--- src/rtl/key_expand_iter_pkg.sv ---
// Shared definitions for the iterative AES key expander: key-size modes,
// Nk/Nr lookup, FSM states and the GF(2^8) xtime helper.
package key_expand_iter_pkg;

  typedef enum logic [1:0] {
    MODE_128  = 2'd0,
    MODE_192  = 2'd1,
    MODE_256  = 2'd2,
    MODE_RSVD = 2'd3
  } mode_e;

  typedef enum logic [1:0] {
    ST_IDLE  = 2'd0,
    ST_RUN   = 2'd1,
    ST_DRAIN = 2'd2
  } state_e;

  localparam logic [3:0] NK_128 = 4'd4;
  localparam logic [3:0] NK_192 = 4'd6;
  localparam logic [3:0] NK_256 = 4'd8;
  localparam logic [3:0] NR_128 = 4'd10;
  localparam logic [3:0] NR_192 = 4'd12;
  localparam logic [3:0] NR_256 = 4'd14;

  // Low byte of the AES field polynomial x^8+x^4+x^3+x+1 (0x11B).
  localparam logic [7:0] XTIME_POLY = 8'h1B;
  localparam logic [7:0] RCON_INIT  = 8'h01;

  function automatic logic [3:0] nk_of(input mode_e m);
    case (m)
      MODE_192: return NK_192;
      MODE_256: return NK_256;
      default:  return NK_128;
    endcase
  endfunction

  function automatic logic [3:0] nr_of(input mode_e m);
    case (m)
      MODE_192: return NR_192;
      MODE_256: return NR_256;
      default:  return NR_128;
    endcase
  endfunction

  function automatic logic [7:0] xtime(input logic [7:0] b);
    return {b[6:0], 1'b0} ^ (b[7] ? XTIME_POLY : 8'h00);
  endfunction

  // Reserved modes and key sizes wider than the instance supports fall back to AES-128.
  function automatic mode_e eff_mode(input logic [1:0] m, input int max_nk);
    mode_e mm;
    mm = mode_e'(m);
    if (mm == MODE_RSVD || int'(nk_of(mm)) > max_nk) return MODE_128;
    return mm;
  endfunction

endpackage

--- src/rtl/key_expand_iter_if.sv ---
// Start/key request and round-key stream between a host and the key expander.
interface key_expand_iter_if #(
  parameter int MAX_NK = 8
);
  logic                  start;
  logic                  start_ready;
  logic [1:0]            mode;
  logic [32*MAX_NK-1:0]  key_in;
  logic                  rk_valid;
  logic                  rk_ready;
  logic [127:0]          rk_out;
  logic [3:0]            rk_idx;
  logic                  busy;

  modport master (
    output start, mode, key_in, rk_ready,
    input  start_ready, rk_valid, rk_out, rk_idx, busy
  );

  modport slave (
    input  start, mode, key_in, rk_ready,
    output start_ready, rk_valid, rk_out, rk_idx, busy
  );
endinterface

--- src/rtl/key_expand_iter_sbox.sv ---
// AES S-box: multiplicative inverse in GF(2^8) followed by the affine transform.
module sbox
  import key_expand_iter_pkg::*;
(
  input  logic [7:0] a,
  output logic [7:0] y
);

  function automatic logic [7:0] gf_mul(input logic [7:0] x, input logic [7:0] z);
    logic [7:0] p;
    logic [7:0] acc;
    p   = 8'h00;
    acc = x;
    for (int k = 0; k < 8; k++) begin
      if (z[k]) p = p ^ acc;
      acc = xtime(acc);
    end
    return p;
  endfunction

  function automatic logic [7:0] rotl(input logic [7:0] b, input int n);
    return (b << n) | (b >> (8 - n));
  endfunction

  logic [7:0] pw;
  logic [7:0] inv;

  // Inverse as a^254 (maps 0 to 0), then affine mix with constant 0x63.
  always_comb begin
    // NOTE: every variable written here gets a value before any branch or loop, so no latch can be inferred.
    pw  = a;
    inv = 8'h01;
    for (int k = 1; k < 8; k++) begin
      pw  = gf_mul(pw, pw);
      inv = gf_mul(inv, pw);
    end
    y = inv ^ rotl(inv, 1) ^ rotl(inv, 2) ^ rotl(inv, 3) ^ rotl(inv, 4) ^ 8'h63;
  end

endmodule

--- src/rtl/key_expand_iter.sv ---
// Iterative AES key expander: one schedule word per cycle, grouped into
// 128-bit round keys presented on a valid/ready stream.
module key_expand_iter
  import key_expand_iter_pkg::*;
#(
  parameter int MAX_NK = 8
) (
  input logic clk,
  input logic rst,
  key_expand_iter_if.slave bus
);

  localparam int IDX_W = (MAX_NK > 4) ? 3 : 2;

  state_e       state;
  state_e       state_next;
  mode_e        mode_q;
  logic [5:0]   word_cnt;
  logic [2:0]   pos;
  logic [7:0]   rcon;
  logic         rk_valid;
  logic [127:0] rk_out;
  logic [3:0]   rk_idx;

  logic [31:0]  key_w   [MAX_NK];
  logic [31:0]  win     [MAX_NK];
  logic [31:0]  asm_buf [3];

  logic [3:0]   nk;
  logic [3:0]   nr;
  logic         accept;
  logic         group_done;
  logic         out_taken;
  logic         stall;
  logic         advance;
  logic         last_word;
  logic         in_key;
  logic         rot_step;
  logic         sub_step;
  logic [IDX_W-1:0] tail_idx;
  logic [31:0]  prev;
  logic [31:0]  oldest;
  logic [31:0]  sub_in;
  logic [31:0]  sub_out;
  logic [31:0]  temp;
  logic [31:0]  new_word;

  assign nk         = nk_of(mode_q);
  assign nr         = nr_of(mode_q);
  assign accept     = bus.start && (state == ST_IDLE);
  assign group_done = (word_cnt[1:0] == 2'd3);
  assign out_taken  = rk_valid && bus.rk_ready;
  // Only a completing group needs the output register; other words keep flowing.
  assign stall      = group_done && rk_valid && !bus.rk_ready;
  assign advance    = (state == ST_RUN) && !stall;
  assign last_word  = (word_cnt == {nr, 2'b11});

  // Word generation: key words first, then w[i-Nk] ^ temp.
  assign in_key   = (word_cnt < {2'b00, nk});
  assign rot_step = (pos == 3'd0);
  assign sub_step = (nk == NK_256) && (pos == 3'd4);
  assign tail_idx = IDX_W'(nk - 4'd1);
  assign prev     = win[0];
  assign oldest   = win[tail_idx];
  assign sub_in   = rot_step ? {prev[7:0], prev[31:8]} : prev;
  assign temp     = rot_step ? (sub_out ^ {24'h0, rcon}) :
                    sub_step ? sub_out : prev;
  assign new_word = in_key ? key_w[word_cnt[IDX_W-1:0]] : (oldest ^ temp);

  // One S-box per byte on the single SubWord path used by both SubWord cases.
  for (genvar b = 0; b < 4; b++) begin : g_sub
    sbox u_sbox (
      .a (sub_in[8*b +: 8]),
      .y (sub_out[8*b +: 8])
    );
  end

  // FSM state register.
  always_ff @(posedge clk) begin
    // NOTE: non-blocking so every flop samples pre-edge values regardless of block order.
    if (rst) state <= ST_IDLE;
    else     state <= state_next;
  end

  // FSM next state: IDLE -> RUN on start, RUN -> DRAIN after the last word, DRAIN -> IDLE on final accept.
  always_comb begin
    state_next = state;
    case (state)
      ST_IDLE:  if (accept)               state_next = ST_RUN;
      ST_RUN:   if (advance && last_word) state_next = ST_DRAIN;
      ST_DRAIN: if (out_taken)            state_next = ST_IDLE;
      default:                            state_next = ST_IDLE;
    endcase
  end

  // Control: counters, rcon and the round-key output register.
  always_ff @(posedge clk) begin
    if (rst) begin
      mode_q   <= MODE_128;
      word_cnt <= 6'd0;
      pos      <= 3'd0;
      rcon     <= RCON_INIT;
      rk_valid <= 1'b0;
      rk_out   <= 128'h0;
      rk_idx   <= 4'd0;
    end else begin
      if (accept) begin
        mode_q   <= eff_mode(bus.mode, MAX_NK);
        word_cnt <= 6'd0;
        pos      <= 3'd0;
        rcon     <= RCON_INIT;
      end else if (advance) begin
        word_cnt <= word_cnt + 6'd1;
        pos      <= ({1'b0, pos} == nk - 4'd1) ? 3'd0 : pos + 3'd1;
        if (!in_key && rot_step) rcon <= xtime(rcon);
      end

      if (advance && group_done) begin
        rk_valid <= 1'b1;
        rk_out   <= {new_word, asm_buf[2], asm_buf[1], asm_buf[0]};
        rk_idx   <= word_cnt[5:2];
      end else if (out_taken) begin
        rk_valid <= 1'b0;
      end
    end
  end

  // Datapath storage: captured key, Nk-deep word window and group assembly buffer.
  always_ff @(posedge clk) begin
    // NOTE: storage arrays are left unreset; every entry is written before it is read in a run.
    if (accept) begin
      for (int k = 0; k < MAX_NK; k++) key_w[k] <= bus.key_in[32*k +: 32];
    end
    if (advance) begin
      win[0] <= new_word;
      for (int j = 1; j < MAX_NK; j++) win[j] <= win[j-1];
      if (!group_done) asm_buf[word_cnt[1:0]] <= new_word;
    end
  end

  assign bus.start_ready = (state == ST_IDLE);
  assign bus.busy        = (state != ST_IDLE);
  assign bus.rk_valid    = rk_valid;
  assign bus.rk_out      = rk_out;
  assign bus.rk_idx      = rk_idx;

endmodule

--- src/flat_wrapper.sv ---
// flat-port wrapper written by rule: the top's interface ports become plain ports
module key_expand_iter_flat import key_expand_iter_pkg::*;
#(
  parameter int MAX_NK = 8
)
  (clk, rst, bus_start, bus_mode, bus_key_in, bus_rk_ready, bus_start_ready, bus_rk_valid, bus_rk_out, bus_rk_idx, bus_busy);
  key_expand_iter_if #(.MAX_NK(MAX_NK)) bus_i ();
  input logic clk;
  input logic rst;
  input wire logic [$bits(bus_i.start)-1:0] bus_start;
  input wire logic [$bits(bus_i.mode)-1:0] bus_mode;
  input wire logic [$bits(bus_i.key_in)-1:0] bus_key_in;
  input wire logic [$bits(bus_i.rk_ready)-1:0] bus_rk_ready;
  output wire logic [$bits(bus_i.start_ready)-1:0] bus_start_ready;
  output wire logic [$bits(bus_i.rk_valid)-1:0] bus_rk_valid;
  output wire logic [$bits(bus_i.rk_out)-1:0] bus_rk_out;
  output wire logic [$bits(bus_i.rk_idx)-1:0] bus_rk_idx;
  output wire logic [$bits(bus_i.busy)-1:0] bus_busy;
  assign bus_i.start = bus_start;
  assign bus_i.mode = bus_mode;
  assign bus_i.key_in = bus_key_in;
  assign bus_i.rk_ready = bus_rk_ready;
  assign bus_start_ready = bus_i.start_ready;
  assign bus_rk_valid = bus_i.rk_valid;
  assign bus_rk_out = bus_i.rk_out;
  assign bus_rk_idx = bus_i.rk_idx;
  assign bus_busy = bus_i.busy;
  key_expand_iter #(.MAX_NK(MAX_NK)) u_core (.clk(clk), .rst(rst), .bus(bus_i));
endmodule
--- config.mk ---
export PLATFORM = sky130hd
export DESIGN_NAME = key_expand_iter_flat
export DESIGN_NICKNAME = d
export VERILOG_FILES = /design/src/rtl/key_expand_iter_pkg.sv /design/src/rtl/key_expand_iter_if.sv /design/src/rtl/key_expand_iter_sbox.sv /design/src/rtl/key_expand_iter.sv /design/src/flat_wrapper.sv
export SDC_FILE = /design/constraint.sdc
export NUM_CORES = 2
export LEC_CHECK = 0
export CAP_MARGIN = 25
export CORE_MARGIN = 4
export CORE_UTILIZATION = 50
export CTS_BUF_LIST = sky130_fd_sc_hd__clkbuf_16
export DETAILED_ROUTE_END_ITERATION = 12
export GPL_TIMING_DRIVEN = 0
export PLACE_DENSITY = 0.73
export SLEW_MARGIN = 30
export SYNTH_ARGS = -nofsm -noshare
export SYNTH_HDL_FRONTEND = slang
export SYNTH_SLANG_ARGS = --single-unit
export TNS_END_PERCENT = 10
--- constraint.sdc ---
create_clock -name clk -period 25.5 [get_ports clk]
set_clock_uncertainty 0.1 [all_clocks]
set_input_delay 2.55 -clock clk [delete_from_list [all_inputs] [get_ports clk]]
set_output_delay 2.55 -clock clk [all_outputs]
set_load 0.01 [all_outputs]
== Word level (Yosys, flattened, before mapping) ==
Memories as Yosys holds them, arrays and structs flattened. A register that Yosys moved wholly into a read port is not among the register bits.
Cells that the tools add are included.

* Flip-flop bits (word level): 154
* Bits in writable memories: 608
* Output and inout port bits: 135
* Word-level logic and storage cells: 1689
* Memories: 3

{| class="wikitable"
|+ Memory list
! memory !! depth !! bits a word !! read ports !! clocked after Yosys merged registers in !! write ports !! line !! source
|-
| u_core.key_w || 8 || 32 || 1 || 1 || 8 || key_expand_iter.sv:25 || <nowiki>logic [31:0] key_w [MAX_NK];</nowiki>
|-
| u_core.win || 8 || 32 || 8 || 0 || 8 || key_expand_iter.sv:26 || <nowiki>logic [31:0] win [MAX_NK];</nowiki>
|-
| u_core.asm_buf || 3 || 32 || 3 || 3 || 1 || key_expand_iter.sv:27 || <nowiki>logic [31:0] asm_buf [3];</nowiki>
|}

* Add/sub/neg operators: 3
* Magnitude comparators: 2
* Eq/ne operators: 15
* Multiplexer cells: 843
* Bitwise logic cells: 795
* Reductions and logical operators: 20

{| class="wikitable"
|+ Operators by type and width
! operator !! number
|-
| $mux 8 || 420
|-
| $xor 8x8->8 || 381
|-
| $xor 8x5->8 || 364
|-
| $mux 5 || 369
|-
| $mux 32 || 4
|-
| $or 8x1->8 || 4
|-
| $or 8x2->8 || 4
|-
| $or 8x3->8 || 4
|-
| $or 8x4->8 || 4
|-
| $xor 32x32->32 || 1
|-
| $xor 32x8->32 || 1
|-
| $mux 7 || 4
|-
| $not 1->1 const A || 28
|-
| $mux 4 || 6
|-
| $mux 6 || 4
|-
| $mux 3 || 7
|-
| $mux 2 || 9
|-
| $mux 1 || 16
|-
| $not 4->4 || 4
|-
| $pmux 4 s2 || 2
|-
| $eq 2x2->1 const B || 5
|-
| $logic_and 1x1->1 || 9
|-
| $add 6x1->6 const B || 1
|-
| $eq 2x1->1 const B || 3
|-
| 20 further kinds || 24
|}

== Logic depth before layout (Yosys ltp) ==
* Depth in word-level cells: 139
* Mapped depth: 87

== Cells and area by module ==
Synthesis repeated with hierarchy kept, for this count alone.

* Cells, all modules: 9456
* Area total of the unflattened synthesis: 89248.1 um2

{| class="wikitable"
|+ By module, submodules not included
! module !! instances !! cells an instance !! area each (um2) !! seq. area each (um2)
|-
| sbox || 4 || 1942 || 15220.8 || 0.0
|-
| key_expand_iter || 1 || 1688 || 28364.7 || 21400.5
|}

== Worst setup path before layout ==
Ideal clock, no wire load.

* Path type: register to register
* Start: register u_core.pos[0]
* End: memory u_core.asm_buf[0][22] (data pin)
* Setup time: 0.264 ns
* Arrival time: 17.604 ns
* Required time: 25.136 ns
* Path slack: 7.532 ns
* Cell stages (with the launch flop): 83
* Clock period less this slack: 17.968 ns
* Cell sequence: dfxtp_1 inv_1 ha_1 nand2b_1 buf_6 buf_6 buf_8 buf_6 buf_8 buf_8 buf_6 mux2i_1 inv_1 ha_1 clkbuf_1 nand2_1 xor2_2 inv_2 [47 not listed] inv_1 nor2_1 xnor2_4 xor2_2 xor2_2 xnor2_1 mux2i_1 xor2_1 a22oi_1 xnor2_1 xnor2_1 xor2_1 xnor3_1 xnor2_1 a21oi_1 xnor2_1 nand2_1 o21a_1

* Cells in the longest elaborated chain, start to end: 136

{| class="wikitable"
|+ RTL lines
! what !! line !! source
|-
| start, declared || key_expand_iter.sv:19 || <nowiki>logic [2:0] pos;</nowiki>
|-
| start signal, assigned || key_expand_iter.sv:114 || <nowiki>pos <= ({1'b0, pos} == nk - 4'd1) ? 3'd0 : pos + 3'd1;</nowiki>
|-
| $logic_not 3->1 || key_expand_iter.sv:60 || <nowiki>assign rot_step = (pos == 3'd0);</nowiki>
|-
| $mux 32 || key_expand_iter.sv:65 || <nowiki>assign sub_in = rot_step ? {prev[7:0], prev[31:8]} : prev;</nowiki>
|-
| $mux 5 || key_expand_iter_pkg.sv:46 || <nowiki>return {b[6:0], 1'b0} ^ (b[7] ? XTIME_POLY : 8'h00);</nowiki>
|-
| $xor 8x5->8 || key_expand_iter_pkg.sv:46 ||
|-
| $xor 8x8->8 || key_expand_iter_sbox.sv:15 || <nowiki>if (z[k]) p = p ^ acc;</nowiki>
|-
| $mux 8 || key_expand_iter_sbox.sv:15 ||
|-
| $xor 8x8->8 || key_expand_iter_sbox.sv:15 ||
|-
| $mux 8 || key_expand_iter_sbox.sv:15 ||
|-
| [118 not listed] || n/a ||
|-
| $or 8x1->8 || key_expand_iter_sbox.sv:22 || <nowiki>return (b << n) | (b >> (8 - n));</nowiki>
|-
| $xor 8x8->8 (4 in a row) || key_expand_iter_sbox.sv:37 || <nowiki>y = inv ^ rotl(inv, 1) ^ rotl(inv, 2) ^ rotl(inv, 3) ^ rotl(inv, 4) ^ 8'h63;</nowiki>
|-
| $not 4->4 (no line) || n/a ||
|-
| $mux 32 or $xor 32x8->32 (tied branches) || key_expand_iter.sv:67, key_expand_iter.sv:66 ||
|-
| $mux 32 * || key_expand_iter.sv:66 || <nowiki>assign temp = rot_step ? (sub_out ^ {24'h0, rcon}) :</nowiki>
|-
| $xor 32x32->32 * || key_expand_iter.sv:68 || <nowiki>assign new_word = in_key ? key_w[word_cnt[IDX_W-1:0]] : (oldest ^ temp);</nowiki>
|-
| $mux 32 * || key_expand_iter.sv:68 ||
|-
| named net u_core.new_word[22] || key_expand_iter.sv:46 || <nowiki>logic [31:0] new_word;</nowiki>
|-
| end, declared || key_expand_iter.sv:27 ||
|}

Mark *: on every way through the listed nets, which the timed path passes. The rest lies on a longest branch.

==> run_results.csv <==
group,metric,value,unit
run_status,status,"finished, final reports clean",
timing,rsz0062_at_grt,"false",
floorplan,start_util,50.4,%
synthesis,synth_cell_types,128,
critical_path,worstReg2RegStart,"u_core.pos[0]",
min_path,hold_path.class,"register to register",
synthesis,async_flop_share,0,%
clocking,ctsLongestPathBuffers,3,
route,viasPerCell,6.18,
place,io_buffers,396,
min_path,hold_end,"u_core.win[3][25]",
timing,final_max_slew_viol_count,0,
synthesis,syn_area,90200,um2
synthesis,ys_ff_latch,765,
min_path,min_path_cells,0,
timing,worstMarginPinSlew,1.09,ns
route,route.detailed.wl_per_inst,21.8,um
critical_path,reg2reg_slack,1.54,ns
critical_path,cp.required,25.64,ns
floorplan,die_w,433,um
synthesis,synth_cells,10500,
clocking,cts.hold.buffers_added,0,
timing,fin_crit,23.96,ns
global_routing,grt_max_degree,100,
critical_path,reg2reg_depth,83,
clocking,h-tree-depth,3,
place,place.gp.congestion,0.987,
timing,fin_crit_sh,94.0,%
critical_path,path_max_fanout,10,
route,vias,82600,
cells_and_area,finalNetCount,11300,
floorplan,io_pins,397,
floorplan,die_area,187000,um2
clocking,ctsRootBufferMaster,"clkbuf_16",
global_routing,antenna_found_initial,13,
route,dr.first_iter.drc_count,11000,
timing,tns,0,ns
timing,hold_slack,0.297,ns
timing,finalHoldViolCount,0,
route,firstDrtPassIters,7,
place,hpwl,220,mm
timing,maxSlewHeadroom,27.3,%
floorplan,core_area,179000,um2
synthesis,synth_edf_count,608,
timing,fmax,41.7,MHz
clocking,cts_resized,0,
clocking,post_cts_buffers,0,
floorplan,row_count,155,
clocking,insertion_delay,0.62,ns
cells_and_area,drive_gt1_share,8.43,%
route,drt-total-wl,291,mm
critical_path,slowest_delay,0.82,ns
timing,finalWorstSetupSlack,1.54,ns
clocking,path_clk_slew,0.06,ns
critical_path,crit_arrival,24.10,ns
synthesis,ys_seq_area_share,23.7,%
critical_path,crit_slowest_cell,"xnor2_1",
min_path,worstHoldStart,"u_core.win[2][25]",
global_routing,grt_pass1_wl,448,mm
synthesis,netlist.top_cell.by_area,"edfxtp_1",
critical_path,timing.rr.end,"u_core.win[0][1]",
clocking,clock_sinks,765,
global_routing,grt_pass1_vias,76900,
synthesis,ys.flop_type,"edfxtp_1",
clocking,cts_tree,"yes",
critical_path,crit_path_end_kind,"register",
run,drv_cap,0,
synthesis,yosysWarnings,0,
synthesis,synth_nets,10800,
global_routing,grtUsageTotal,29.5,%
cells_and_area,synthToLayoutAreaGrowth,10.8,%
synthesis,syn_area_per_cell,8.61,um2
critical_path,startpoint_type,"register",
timing,setup_violations,0,
clocking,cts_buffers,77,
synthesis,synth_top_area_share,20.3,%
synthesis,synth.area.top_cells,"edfxtp_1, xnor2_1, xnor3_1, nand2_1, nor2_1",
global_routing,grt.overflow.total,0,
critical_path,path_common_cell,"xnor2_1",
floorplan,die_h,433,um
critical_path,worstSetupPathType,"register to register",
route,antenna_left,0,
cells_and_area,finalInstanceArea,99900,um2
place,pre_cts_slack,2.10,ns
place,dpl_cell_area,97400,um2
route,drc,0,
## flip-flops by register name, indices dropped and copies added, names as in the netlist, named ones only
name / flops
u_core.state: 2
u_core.word_cnt: 6
u_core.mode_q: 2
u_core.bus.rk_out: 32
u_core.pos: 3
u_core.bus.rk_idx: 4
u_core.key_w: 256
u_core.win: 256
u_core.rcon: 8
u_core.asm_buf: 96
u_core.bus.rk_valid: 1
bus_rk_out: 96
## layer usage
layer / track usage, % / up-vias / wire length, um
met3: 2.77 / 598 / 25600
met5: 0 / - / 30
li1: - / 37700 / -
met4: 7.69 / 4 / 7950
met2: 49.1 / 4603 / 137000
met1: 41.2 / 39700 / 121000
## layout make-up
| class | instances | area, um2 |
|---|---|---|
| inverter | 133 | 512 |
| timing repair buffer | 405 | 4190 |
| buffer | 743 | 3290 |
| tap | 2355 | 2950 |
| antenna | 10 | 25.0 |
| fill | 15900 | 78900 |
| clock buffer | 78 | 1950 |
| multi-input combinational | 8826 | 65200 |
| clock inverter | 64 | 395 |
| sequential | 765 | 21400 |
## cell usage in the layout, fill, tap and decap left out, types with 246 or more instances in the layout
master / count
a21oi_1: 707
clkbuf_1: 458
clkdlybuf4s50_1: 396
edfxtp_1: 608
mux2i_1: 246
nand2_1: 1225
nor2_1: 1192
o21ai_0: 382
xnor2_1: 1741
xor2_1: 482
## cell families (layout without fill, tap and decap cells)
group / Yosys count / after routing / share of synthesized area [%]
buf+inv: 876 / 1423 / 4.20
fa+ha+maj: 39 / 39 / 0.541
other cells: 0 / 10 / 0
xor+xnor: 2738 / 2738 / 32.9
flops: 765 / 765 / 23.7
compound gates: 2215 / 2215 / 15.8
mux: 430 / 430 / 6.35
simple gates: 3404 / 3404 / 16.5
## through the flow
| step | utilization (%) | cells |
|---|---|---|
| 2_1_floorplan | - | 10500 |
| 3_3_place_gp | 54.3 | 13200 |
| 3_5_place_dp | 54.5 | 13200 |
| 4_1_cts | 55.8 | 13400 |
| 5_1_grt | 55.9 | 13400 |
| 6_report | 55.9 | 13400 |
## synthesized netlist by cell type, drive strengths merged, types with 26 or more instances
cell type	count
mux4	101
clkbuf	460
o31ai	32
ha	39
a31oi	84
a22oi	72
and2	59
mux2	70
a211oi	98
nand3	244
nand2	1229
nand4	41
o32ai	31
nor3	227
a21o	42
xor2	547
a32oi	35
xnor2	1944
edfxtp	608
buf	282
or3	44
a21oi	714
nor2	1201
nand2b	78
xnor3	229
dfxtp	157
and3	60
nor4	43
o311ai	26
o21ai	488
nor2b	74
a221oi	37
o221ai	50
o211ai	69
o21a	34
o22ai	137
mux2i	259
inv	117
## worst max-delay path by stage
stage	endpoint	from	depth (start not counted)	slack, ns
floorplan	u_core.asm_buf[0][22]	u_core.pos[0]	82	7.53
global placement	u_core.bus.rk_out[97]	u_core.pos[0]	85	2.28
detailed placement	u_core.bus.rk_out[97]	u_core.pos[0]	85	2.10
CTS	u_core.win[0][1]	u_core.pos[0]	83	2.01
global route	u_core.bus.rk_out[97]	u_core.pos[0]	84	0.21
finish	u_core.win[0][1]	u_core.pos[0]	83	1.54
## critical path: cells and delay by family (launching register included)
| family | cells | cell delay (ns) |
|---|---|---|
| multiplexers | 4 | 1.11 |
| adder cells (fa/ha/maj) | 4 | 1.41 |
| XOR/XNOR | 15 | 5.21 |
| flip-flops | 1 | 0.36 |
| AO/OA/AOI/OAI | 18 | 4.41 |
| AND/OR/NAND/NOR | 19 | 4.10 |
| buffers and inverters | 23 | 6.84 |
Power is left out: the tool's default activity adds up to more than one toggle a clock period on the data nets, which glitch-free logic cannot reach.
